[config.mk]
export PLATFORM = sky130hd
export DESIGN_NAME = alu_req_arbiter
export DESIGN_NICKNAME = d
export VERILOG_FILES = /design/src/rtl/alu_arb_pkg.sv /design/src/rtl/alu_req_arbiter_rr_arb2.sv /design/src/rtl/alu_req_arbiter.sv
export SDC_FILE = /design/constraint.sdc
export NUM_CORES = 1
export LEC_CHECK = 0
export BUFFER_PORTS_ARGS = -buffer_cell sky130_fd_sc_hd__buf_2
export CAP_MARGIN = 20
export CORE_MARGIN = 2
export CORE_UTILIZATION = 30
export DETAILED_ROUTE_END_ITERATION = 7
export HOLD_SLACK_MARGIN = 0.1
export PLACE_DENSITY_LB_ADDON = 0.08
export SLEW_MARGIN = 10
export SYNTH_ARGS = -nofsm -noshare
export SYNTH_HDL_FRONTEND = slang
export SYNTH_HIERARCHICAL = 1
export SYNTH_SLANG_ARGS = --single-unit
export TNS_END_PERCENT = 50
[constraint.sdc]
create_clock -name clk -period 1.7 [get_ports clk]
set_input_delay 0.255 -clock clk [delete_from_list [all_inputs] [get_ports clk]]
set_output_delay 0.255 -clock clk [all_outputs]
set_load 0.01 [all_outputs]
[src/rtl/alu_arb_pkg.sv]
// Shared types and constants for the two-requester ALU arbiter.
package alu_arb_pkg;

    localparam int unsigned DATA_W = 16;
    localparam int unsigned OP_W   = 6;

    // ALU keeps its previous ans_ex under this opcode
    localparam logic [OP_W-1:0] HOLD_OP = 6'b010000;

    typedef enum logic [1:0] {
        IDLE = 2'd0,
        EXEC = 2'd1,
        CAPT = 2'd2,
        RESP = 2'd3
    } state_t;

    typedef struct packed {
        logic [OP_W-1:0]   op;
        logic [DATA_W-1:0] a;
        logic [DATA_W-1:0] b;
        logic [DATA_W-1:0] din;
    } alu_req_t;

endpackage

[src/rtl/alu_req_arbiter_rr_arb2.sv]
// Two-input round-robin grant: a lone request wins; on a tie the requester
// that was not granted last wins. Purely combinational.
module rr_arb2 (
    input  logic [1:0] req,
    input  logic       last_grant,
    output logic [1:0] gnt
);

    always_comb begin
        gnt = 2'b00;
        case (req)
            2'b01:   gnt = 2'b01;
            2'b10:   gnt = 2'b10;
            2'b11:   gnt = last_grant ? 2'b01 : 2'b10;
            default: gnt = 2'b00;
        endcase
    end

endmodule

[src/rtl/alu_req_arbiter.sv]
// Shares one registered ALU between two requesters, one operation in flight.
// Optional per-requester grant counters under ALU_ARB_STATS_EN.
module alu_req_arbiter
    import alu_arb_pkg::*;
(
    input  logic              clk,
    input  logic              reset,
    input  logic [1:0]        req_valid,
    output logic [1:0]        req_ready,
    input  logic [OP_W-1:0]   req0_op,
    input  logic [OP_W-1:0]   req1_op,
    input  logic [DATA_W-1:0] req0_a,
    input  logic [DATA_W-1:0] req1_a,
    input  logic [DATA_W-1:0] req0_b,
    input  logic [DATA_W-1:0] req1_b,
    input  logic [DATA_W-1:0] req0_din,
    input  logic [DATA_W-1:0] req1_din,
    output logic              rsp_valid,
    input  logic              rsp_ready,
    output logic              rsp_id,
    output logic [DATA_W-1:0] rsp_data,
    output logic [1:0]        rsp_flags,
    output logic [OP_W-1:0]   alu_op,
    output logic [DATA_W-1:0] alu_a,
    output logic [DATA_W-1:0] alu_b,
    output logic [DATA_W-1:0] alu_din,
    input  logic [DATA_W-1:0] alu_ans,
    input  logic [1:0]        alu_flag,
    output logic              busy
`ifdef ALU_ARB_STATS_EN
    ,
    output logic [15:0]       grant_cnt0,
    output logic [15:0]       grant_cnt1
`endif
);

    state_t   state_q;
    state_t   state_d;
    logic     last_grant_q;
    logic [1:0] gnt;
    logic     hs_c;
    logic     grant_id_c;
    alu_req_t req_sel_c;

    rr_arb2 u_rr_arb2 (
        .req        (req_valid),
        .last_grant (last_grant_q),
        .gnt        (gnt)
    );

    assign grant_id_c = gnt[1];

    always_comb begin
        req_sel_c = grant_id_c ? '{op: req1_op, a: req1_a, b: req1_b, din: req1_din}
                               : '{op: req0_op, a: req0_a, b: req0_b, din: req0_din};
    end

    // Next state and the combinational request accept
    always_comb begin
        state_d   = state_q;
        req_ready = 2'b00;
        hs_c      = 1'b0;
        case (state_q)
            IDLE: begin
                if (reset) begin
                    req_ready = gnt;
                    hs_c      = |gnt;
                end
                if (hs_c) state_d = EXEC;
            end
            EXEC: state_d = CAPT;
            CAPT: state_d = RESP;
            RESP: if (rsp_ready) state_d = IDLE;
            default: state_d = IDLE;
        endcase
    end

    always_ff @(posedge clk) begin
        if (!reset) state_q <= IDLE;
        else        state_q <= state_d;
    end

    // The alu_a/b/din registers double as the operand registers
    always_ff @(posedge clk) begin
        if (!reset) begin
            last_grant_q <= 1'b1;
            rsp_valid    <= 1'b0;
            rsp_id       <= 1'b0;
            rsp_data     <= '0;
            rsp_flags    <= 2'b00;
            alu_op       <= HOLD_OP;
            alu_a        <= '0;
            alu_b        <= '0;
            alu_din      <= '0;
            busy         <= 1'b0;
        end else begin
            rsp_valid <= (state_d == RESP);
            busy      <= (state_d != IDLE);
            if (hs_c) begin
                last_grant_q <= grant_id_c;
                alu_op       <= req_sel_c.op;
                alu_a        <= req_sel_c.a;
                alu_b        <= req_sel_c.b;
                alu_din      <= req_sel_c.din;
            end
            // flag_ex is only meaningful while the operands are applied
            if (state_q == EXEC) begin
                alu_op    <= HOLD_OP;
                rsp_flags <= alu_flag;
            end
            if (state_q == CAPT) begin
                rsp_data <= alu_ans;
                rsp_id   <= last_grant_q;
            end
        end
    end

`ifdef ALU_ARB_STATS_EN
    always_ff @(posedge clk) begin
        if (!reset) begin
            grant_cnt0 <= 16'h0000;
            grant_cnt1 <= 16'h0000;
        end else if (hs_c) begin
            if (grant_id_c) grant_cnt1 <= grant_cnt1 + 16'h0001;
            else            grant_cnt0 <= grant_cnt0 + 16'h0001;
        end
    end
`endif

endmodule
==> out/metrics.cfg, run 1 <==
[routing]
via_per_inst=4.46
vias=3133
dr.pass1.iters=4
ant_nets=0
drc_errors=0
routed_wl_um=9110
first_iter_violations=97
route.detailed.wl_per_inst_um=13.0

[worst_setup_path]
cp.buffers_inverters=2
start_kind=register
critPathArrivalTime_ns=1.40
path_cells=or3b_4 > buf_6 > nor2_4 > buf_6
max_stage_delay_ns=0.37
r2r_slack_ns=0.15
path_class=register to primary output
cpMostUsedCell=buf_6
cp_max_fo=4
critPathTopFamily=simple AND/OR/NAND/NOR gates
end_kind=primary output
crit_required_ns=1.44
crit_slowest_cell=or3b_4

[clocking]
cts_sinks=78
clock_latency_ns=0.33
cts_tree=done
cts_hold_buf=0
root_buffer=clkbuf_16
cts_buffers=9
clkTransAtPathRegs_ns=0.05
htreeDepth=3
clockBufferDepth=2

[synth]
synth_seq_cells=78
syn_area_um2=3400
synth_cell_types=22
ys_warn_count=6
syn_avg_cell_area_um2=9.86
syn_nets=476
yosysSeqAreaShare=0.459
netlist_instances=345

[pwr]
power_frac_seq=0.400
swShare=0.270
peakVddDrop_mv=0.433
pwr-share-comb=0.235
p_clk_frac=0.365
p_total_w=0.00551
switchingPower_w=0.00149
powerDensity_nw_per_um2=1090
leakagePower_nw=2.70
p_int_w=0.00402

[cells_and_area]
fin_area_um2=5030
nets=689
antennaDiodeCount=0
drive_gt1_frac=0.451
syn2layout_area_growth_pct=48.0

[grt]
antenna_found_initial=1
gr-total-overflow=0
grt_pass1_wl_um=15000
grt_max_degree=56
grt_util_all_layers=0.150
grt_pass1_vias=3150

[min_path]
hold_path_class=input port to register

[floorplanning]
die_h_um=110
core_um2=10900
pin_count=208
std_cell_rows=38
die_width_um=110
initial_core_util=0.311
dieArea_um2=12200

[timing]
tightest_slew_ns=0.531
slew_headroom=0.646
clock_skew_ns=0.00511
final.setup.tns_ns=0
setup_viol=0
hold_viol=0
max_clock_freq_mhz=605
post-route-period-util=0.973
finalMaxSlewViolations=0
post-route-min-period_ns=1.65

[run]
max-cap-violations=0

[placement]
io_buffers=207
place.gp.congestion=0.704
placed_cell_area_um2=4640
place_hpwl_um=6960

[outcome]
status=completed

[stage by stage]
stage	util	std cells	setup slack, ns	hold WS, ns
final	0.460	703	0.0466	0.161
after global placement	0.424	682	0.159	0.443
after CTS	0.457	699	0.000395	0.144
after floorplan	-	345	0.0685	0.366
after detailed placement	0.424	682	0.101	0.451
after global routing	0.460	703	-0.00207	0.170
[cell families after synthesis]
family / Yosys count / share of synthesized area
AO/OA/AOI/OAI: 28 / 0.0614
AND/OR/NAND/NOR: 105 / 0.127
buffers and inverters: 30 / 0.0467
flip-flops: 78 / 0.459
multiplexers: 104 / 0.306
[power by group through the flow]
stage / logic [W] / clock network, W / registers (W)
6_report: 0.00129 / 0.00201 / 0.00221
5_1_grt: 0.00142 / 0.00215 / 0.00224
4_1_cts: 0.00130 / 0.00207 / 0.00221
3_5_place_dp: 0.00127 / 0 / 0.00224
3_3_place_gp: 0.00125 / 0 / 0.00224
2_1_floorplan: 0.000583 / 0 / 0.00236
[cell type report]
| cell class | count | area, um^2 |
|---|---|---|
| fill | 1081 | 5900 |
| clock buffer | 13 | 280 |
| clock inverter | 3 | 40.0 |
| tap | 140 | 175 |
| timing repair buffer | 227 | 1250 |
| sequential | 78 | 1570 |
| multi-input combinational | 237 | 1710 |
| inverter | 5 | 18.8 |
[synth_stat cells]
| library cell | number | area (um^2) |
|---|---|---|
| a21boi_1 | 1 | 7.51 |
| a31o_2 | 5 | 43.8 |
| buf_6 | 5 | 56.3 |
| o21ai_0 | 2 | 10.0 |
| buf_2 | 4 | 20.0 |
| nand3_1 | 2 | 10.0 |
| nor2b_1 | 5 | 31.3 |
| buf_4 | 1 | 7.51 |
| or2_1 | 1 | 6.26 |
| nand3b_1 | 1 | 7.51 |
| a31oi_1 | 2 | 12.5 |
| dfxtp_1 | 78 | 1560 |
| nor2_1 | 3 | 11.3 |
| a21boi_0 | 18 | 135 |
| inv_1 | 5 | 18.8 |
| mux2i_1 | 103 | 1030 |
| nand2b_1 | 1 | 6.26 |
| clkbuf_1 | 15 | 56.3 |
| nand2_1 | 85 | 319 |
| mux2_2 | 1 | 11.3 |
| nor3_1 | 6 | 30.0 |
| or3b_1 | 1 | 8.76 |
[cells in the final DEF, fill, tap and decap left out]
master and count:
buf_4 14, nand2b_1 1, o21ai_0 2, a31oi_1 2
nand3_1 2, nand2_1 85, nor2_4 1, mux2i_1 103
mux2_2 1, buf_6 3, clkinv_2 2, a31o_2 5
nor2_1 2, nor3_1 6, dfxtp_4 1, bufinv_16 1
buf_2 206, dfxtp_1 77, nor2b_1 5, inv_1 5
buf_12 4, a21boi_0 17, a21boi_1 1, or3b_4 1
nand3b_1 1, a21boi_4 1, or2_4 1, clkbuf_16 9
clkbuf_8 4
[worst register-to-register path, cell delays in order (launching register included)]
cell and delay (ns):
dfxtp_1 0.36, a21boi_4 0.25, buf_12 0.23, buf_4 0.26, mux2i_1 0.24, mux2i_1 0.09
[flip-flops by register name, indices dropped and copies added (netlist names)]
| name | cells |
|---|---|
| alu_a | 16 |
| alu_b | 16 |
| alu_din | 16 |
| alu_op | 6 |
| busy | 1 |
| last_grant_q | 1 |
| rsp_data | 16 |
| rsp_flags | 2 |
| rsp_id | 1 |
| rsp_valid | 1 |
| state_q | 2 |
[timing repair]
action	4_1_cts	5_1_grt
setup buffers	1	4
pin swaps	1	2
setup endpoints to repair	2	2
resized for setup	9	2
[path summary, 6_finish.rpt]
check,from,end,cells after the start
setup reg to reg,last_grant_q,alu_b[5],5
hold / removal,rsp_ready,state_q[1],2
setup / recovery,state_q[0],req_ready[1],4
hold reg to reg,alu_b[15],alu_b[15],2
[layer usage]
| layer | global-route usage | wire length (um) | up-vias |
|---|---|---|---|
| li1 | - | - | 1595 |
| met1 | 0.176 | 3890 | 1388 |
| met2 | 0.252 | 4330 | 130 |
| met3 | 0.0445 | 677 | 18 |
| met4 | 0.0667 | 202 | 2 |
| met5 | 0 | 15 | - |
No activity file was read; power rests on OpenSTA's default activity.
==> run 2, diff against run 1 <==
--- a/config.mk
+++ b/config.mk
@@ -5,13 +5,14 @@
 export SDC_FILE = /design/constraint.sdc
 export NUM_CORES = 1
 export LEC_CHECK = 0
-export BUFFER_PORTS_ARGS = -buffer_cell sky130_fd_sc_hd__buf_2
 export CAP_MARGIN = 20
 export CORE_MARGIN = 2
 export CORE_UTILIZATION = 30
 export DETAILED_ROUTE_END_ITERATION = 7
+export DONT_BUFFER_PORTS = 1
 export HOLD_SLACK_MARGIN = 0.1
 export PLACE_DENSITY_LB_ADDON = 0.08
+export SETUP_SLACK_MARGIN = 0.3
 export SLEW_MARGIN = 10
 export SYNTH_ARGS = -nofsm -noshare
 export SYNTH_HDL_FRONTEND = slang
==> out/metrics.cfg, run 2 (same netlist as run 1, synthesis figures left out) <==
[outcome]
status=completed

[routing]
route.detailed.wl_per_inst_um=16.8  ; +30%
first_iter_violations=82  ; -15%
ant_nets=0  ; unchanged
dr.pass1.iters=4  ; unchanged
drc_errors=0  ; unchanged
vias=2723  ; -13%
via_per_inst=4.83  ; +8.3%
routed_wl_um=9480  ; +4.1%

[grt]
grt_pass1_vias=2800  ; -11%
gr-total-overflow=0  ; unchanged
grt_util_all_layers=0.155  ; +0.00488
grt_pass1_wl_um=14800  ; -1.4%
grt_max_degree=55  ; -1.8%
antenna_found_initial=0  ; -1

[timing]
holdWs_ns=0.112  ; -0.0485 ns
setup_viol=0  ; unchanged
post-route-min-period_ns=1.64  ; -0.0127 ns
post-route-period-util=0.965  ; -0.00750
tightest_slew_ns=0.214  ; -0.316 ns
finalMaxSlewViolations=0  ; unchanged
final.setup.tns_ns=0  ; unchanged
slew_headroom=0.853  ; +0.207
setup_ws_ns=0.0594  ; +0.0127 ns
clock_skew_ns=0.00360  ; -0.00151 ns
rsz0062_at_grt=yes
max_clock_freq_mhz=610  ; +0.78%
hold_viol=0  ; unchanged

[cells_and_area]
layout_commonest_cell=mux2i_1
syn2layout_area_growth_pct=38.8
antennaDiodeCount=0  ; unchanged
drive_gt1_frac=0.146  ; -0.305
final_util=0.432  ; -0.0285
nets=550  ; -20%
layout_common_cells=103 x mux2i_1, 85 x nand2_1, 76 x dfxtp_1
fillCellCount=1089  ; +0.74%

[worst_setup_path]
critPathArrivalTime_ns=1.39  ; about the same
end_kind=primary output
path_class=register to primary output
start_kind=register
crit_required_ns=1.44  ; about the same
cp_max_fo=4  ; unchanged

[run]
max-cap-violations=0  ; unchanged

[pwr]
switchingPower_w=0.00145  ; -2.1%
p_int_w=0.00393  ; -2.3%
pwr-share-comb=0.184  ; -0.051
p_total_w=0.00538  ; -2.2%
peakVddDrop_mv=0.661  ; +53%
power_frac_seq=0.441  ; +0.041
swShare=0.270  ; about the same
leakagePower_nw=2.08  ; -23%
powerDensity_nw_per_um2=1140  ; +4.2%
p_clk_frac=0.375  ; +0.010

[clocking]
clkTransAtPathRegs_ns=0.06  ; about the same
cts_tree=done
clockBufferDepth=2  ; unchanged
root_buffer=clkbuf_16
cts_buffers=9  ; unchanged
htreeDepth=3  ; unchanged
clock_latency_ns=0.34  ; about the same
cts_sinks=78  ; unchanged

[floorplanning]
initial_core_util=0.311  ; unchanged
core_um2=10900  ; unchanged
std_cell_rows=38  ; unchanged
pin_count=208  ; unchanged
die_width_um=110  ; unchanged
die_h_um=110  ; unchanged
dieArea_um2=12200  ; unchanged

[placement]
pre_cts_slack_ns=0.107  ; +0.00539 ns
place_hpwl_um=5910  ; -15%
io_buffers=0  ; -100%
place.gp.congestion=0.687  ; -2.5%

[min_path]
hold_path_class=input port to register

run 2: cell types whose count changed in the layout (fill, tap and decap cells not counted), moves of 2 or more:
cell and change:
nor2_2 +2, dfxtp_2 +2, buf_4 +5, buf_16 +2, nor2_1 -2, dlygate4sd3_1 +57
buf_2 -206
run 2: cell type report:
type | instances | area (um^2) | share of cell area
clock inverters | 3 | 40.0 | 0.00848
inverters | 5 | 18.8 | 0.00397
multi-input cells | 238 | 1720 | 0.365
clock buffers | 13 | 280 | 0.0593
well taps | 140 | 175 | 0.0371
flip-flops and latches | 78 | 1560 | 0.331
repair buffers | 87 | 922 | 0.195
run 2: final timing paths:
check | from | end | slack, ns | cells after the start
worst max-delay path | state_q[1] | req_ready[1] | 0.06 | 4
worst min-delay path | req0_din[12] | alu_din[12] | 0.11 | 2
worst max register to register | last_grant_q | alu_op[2] | 0.14 | 6
worst min register to register | rsp_data[5] | rsp_data[5] | 0.51 | 2
run 2: what timing repair did:
item                                    4_1_cts  5_1_grt
setup buffers                                 4        6
gates cloned                                  1        2
hold buffers                                 58        0
gates resized for setup                       6        8
endpoints found under the setup margin       56       60
pin swaps                                     3        3
hold endpoints to repair                     70        0
run 2: power by group through the flow:
stage	logic (W)	clock network, W	registers [W]
after floorplan	0.000604	0	0.00236
after global placement	0.000734	0	0.00242
after detailed placement	0.000750	0	0.00242
after CTS	0.000944	0.00210	0.00239
after global routing	0.00110	0.00218	0.00241
final	0.000991	0.00202	0.00238
run 2: critical path, stage by stage, from the launching register on:
cell	delay (ns)
dfxtp_2	0.32
or3b_4	0.40
buf_6	0.14
nor2_4	0.07
buf_6	0.11
run 2: routing by layer:
| metal | vias to the layer above | GRT usage | share of wire |
|---|---|---|---|
| met1 | 1274 | 0.158 | 0.39 |
| met4 | 0 | 0.0542 | 0.017 |
| met5 | - | 0 | 0 |
| met2 | 117 | 0.276 | 0.51 |
| li1 | 1323 | - | - |
| met3 | 9 | 0.0724 | 0.083 |
run 2: per-stage QoR:
stage | cell area [um^2] | cells
floorplan | 3440 | 345
detailed placement | 3630 | 477
CTS | 4630 | 556
global route | 4720 | 564
finish | 4720 | 564
global placement | 3630 | 477
==> run 3, diff against run 2 <==
--- a/config.mk
+++ b/config.mk
@@ -6,16 +6,14 @@
 export NUM_CORES = 1
 export LEC_CHECK = 0
 export CAP_MARGIN = 20
-export CORE_MARGIN = 2
 export CORE_UTILIZATION = 30
 export DETAILED_ROUTE_END_ITERATION = 7
 export DONT_BUFFER_PORTS = 1
 export HOLD_SLACK_MARGIN = 0.1
 export PLACE_DENSITY_LB_ADDON = 0.08
 export SETUP_SLACK_MARGIN = 0.3
-export SLEW_MARGIN = 10
+export SLEW_MARGIN = 30
 export SYNTH_ARGS = -nofsm -noshare
 export SYNTH_HDL_FRONTEND = slang
-export SYNTH_HIERARCHICAL = 1
 export SYNTH_SLANG_ARGS = --single-unit
 export TNS_END_PERCENT = 50
==> out/metrics.cfg, run 3 <==
[clocking]
clkTransAtPathRegs_ns=0.06  ; about the same
cts_tree=done
clockBufferDepth=2  ; unchanged
htreeDepth=3  ; unchanged
root_buffer=clkbuf_16
clock_latency_ns=0.33  ; about the same
cts_sinks=78  ; unchanged
cts_buffers=9  ; unchanged
cts_hold_buf=30  ; -48%

[grt]
grt_pass1_wl_um=15100  ; +2.2%
antenna_found_initial=0  ; unchanged
grt_util_all_layers=0.166  ; +0.0116
grt_pass1_vias=2854  ; +1.9%
grt_max_degree=55  ; unchanged
gr-total-overflow=0  ; unchanged

[pwr]
powerDensity_nw_per_um2=1290  ; +13%
leakagePower_nw=1.69  ; -19%
p_total_w=0.00559  ; +3.9%
peakVddDrop_mv=0.925  ; +40%

[timing]
tightest_slew_ns=0.409  ; +0.194 ns
post-route-period-util=1.12  ; +0.156
max_clock_freq_mhz=525  ; -14%
slew_headroom=0.728  ; -0.125
rsz0062_at_grt=yes
hold_viol=0  ; unchanged
post-route-min-period_ns=1.91  ; +0.265 ns
clock_skew_ns=0.00409  ; +0.000487 ns
finalMaxSlewViolations=0  ; unchanged
setup_viol=55  ; +55
setup_ws_ns=-0.206  ; -0.265 ns

[floorplanning]
die_h_um=110  ; -0.56%
core_um2=11400  ; +4.0%
die_width_um=110  ; -0.56%
dieArea_um2=12100  ; -1.1%
std_cell_rows=39  ; +2.6%
pin_count=208  ; unchanged
initial_core_util=0.307  ; -0.00407

[synth]
ys_warn_count=0  ; -6
synth_common_cells=78 x dfxtp_1, 49 x or3_1, 48 x a21o_1, 48 x o2111a_1, 36 x nand2_1
netlist_instances=361  ; +4.6%
ys_top_cells_by_area=dfxtp_1 45%, o2111a_1 15%, a21o_1 10%
synth_cell_types=29  ; +32%
synth_seq_cells=78  ; unchanged
synth_edf_count=0  ; unchanged
syn_nets=492  ; +3.4%
synth_top_area_share=0.447  ; -0.0117
syn_area_um2=3490  ; +2.6%
ys.flop_type=dfxtp_1
syn_avg_cell_area_um2=9.67  ; -1.9%
synth_area_leader_cell=dfxtp_1
synth-async-reset-ratio=0  ; unchanged
yosysMostFrequentCell=dfxtp_1
yosysSeqAreaShare=0.447  ; -0.0117

[routing]
via_per_inst=5.56  ; +15%
routed_wl_um=10500  ; +10%
vias=2931  ; +7.6%
first_iter_violations=178  ; +120%
drc_errors=0  ; unchanged
ant_nets=0  ; unchanged
dr.pass1.iters=4  ; unchanged
route.detailed.wl_per_inst_um=19.8  ; +18%

[worst_setup_path]
critPathArrivalTime_ns=1.65  ; +0.26 ns
cp_max_fo=2  ; -2
path_class=register to primary output
start_kind=register
crit_required_ns=1.44  ; about the same
r2r_slack_ns=-0.13  ; -0.27 ns
end_kind=primary output

[placement]
place_inst=478  ; +0.21%
place_hpwl_um=6630  ; +12%
io_buffers=0  ; unchanged
place.gp.congestion=0.691  ; +0.67%

[outcome]
violations=setup timing
status=complete, but fails checks

[cells_and_area]
antennaDiodeCount=0  ; unchanged
drive_gt1_frac=0.133  ; -0.0134
syn2layout_area_growth_pct=24.3
layout_commonest_cell=dfxtp_1
fin_cells=527  ; -6.6%
nets=510  ; -7.3%
fillCellCount=1177  ; +8.1%
layout_common_cells=77 x dfxtp_1, 48 x or3_1, 48 x a21o_1, 48 x o2111a_1, 36 x nand2_1

[min_path]
hold_path_class=input port to register

[run]
max-cap-violations=0  ; unchanged

[run 3: cell count changes in the layout (fill, tap and decap cells not counted), moves of 27 or more]
cell / delta
a21o_1: +48
dlygate4sd3_1: -27
mux2i_1: -101
nand2_1: -49
o2111a_1: +48
or3_1: +48
[run 3: final timing paths]
path / from / to / cells past startpoint
hold reg to reg: last_grant_q / rsp_id / 2
setup reg to reg: state_q[1] / alu_b[6] / 5
hold / removal: reset / alu_op[4] / 1
setup / recovery: state_q[1] / req_ready[0] / 4
[run 3: cell type report]
cell class	instances	area, um^2	share of cell area
clock buffers	10	239	0.0551
clock inverters	6	61.3	0.0141
inverters	9	48.8	0.0112
multi-input cells	232	1710	0.394
flip-flops and latches	78	1560	0.360
well taps	143	179	0.0412
repair buffers	49	537	0.124
[run 3: where the power goes]
group / switching [W] / internal, W / total [W]
Clock: 0.000760 / 0.00117 / 0.00193
Sequential: 0.000329 / 0.00212 / 0.00245
Combinational: 0.000568 / 0.000642 / 0.00121
Total: 0.00166 / 0.00394 / 0.00559
[run 3: through the flow]
step	worst slack [ns]	util	TNS (ns)	hold slack [ns]	instance area, um^2
6_report	-0.206	0.382	-4.77	0.0503	4340
5_1_grt	-0.249	0.382	-7.19	0.0284	4340
4_1_cts	-0.232	0.380	-7.97	0.0250	4320
3_5_place_dp	-0.0994	0.321	-3.67	0.378	3650
3_3_place_gp	-0.0769	0.321	-2.84	0.380	3650
2_1_floorplan	-0.0741	-	-3.38	0.362	3510
[run 3: kinds of logic after synthesis]
logic type | Yosys count | share of synthesized area
compound gates | 132 | 0.331
buf+inv | 51 | 0.0681
flops | 78 | 0.447
mux | 2 | 0.00573
simple gates | 98 | 0.148
[run 3: critical path, stage by stage, from the launching register on]
cell and delay, ns:
dfxtp_2 0.32, or3b_4 0.41, or3_4 0.41, buf_12 0.15
clkinv_8 0.04
[run 3: what timing repair did]
item | 4_1_cts | 5_1_grt
gates cloned | 1 | 0
endpoints found under the setup margin | 56 | 57
setup buffers | 2 | 0
endpoints found under the hold margin | 75 | 51
pin swaps | 3 | 1
gates resized for setup | 8 | 8
[run 3: layer usage]
layer,global-route usage,routed length (um)
met5,0,0
met4,0.0762,240
met3,0.0699,980
met2,0.271,4990
met1,0.188,4240
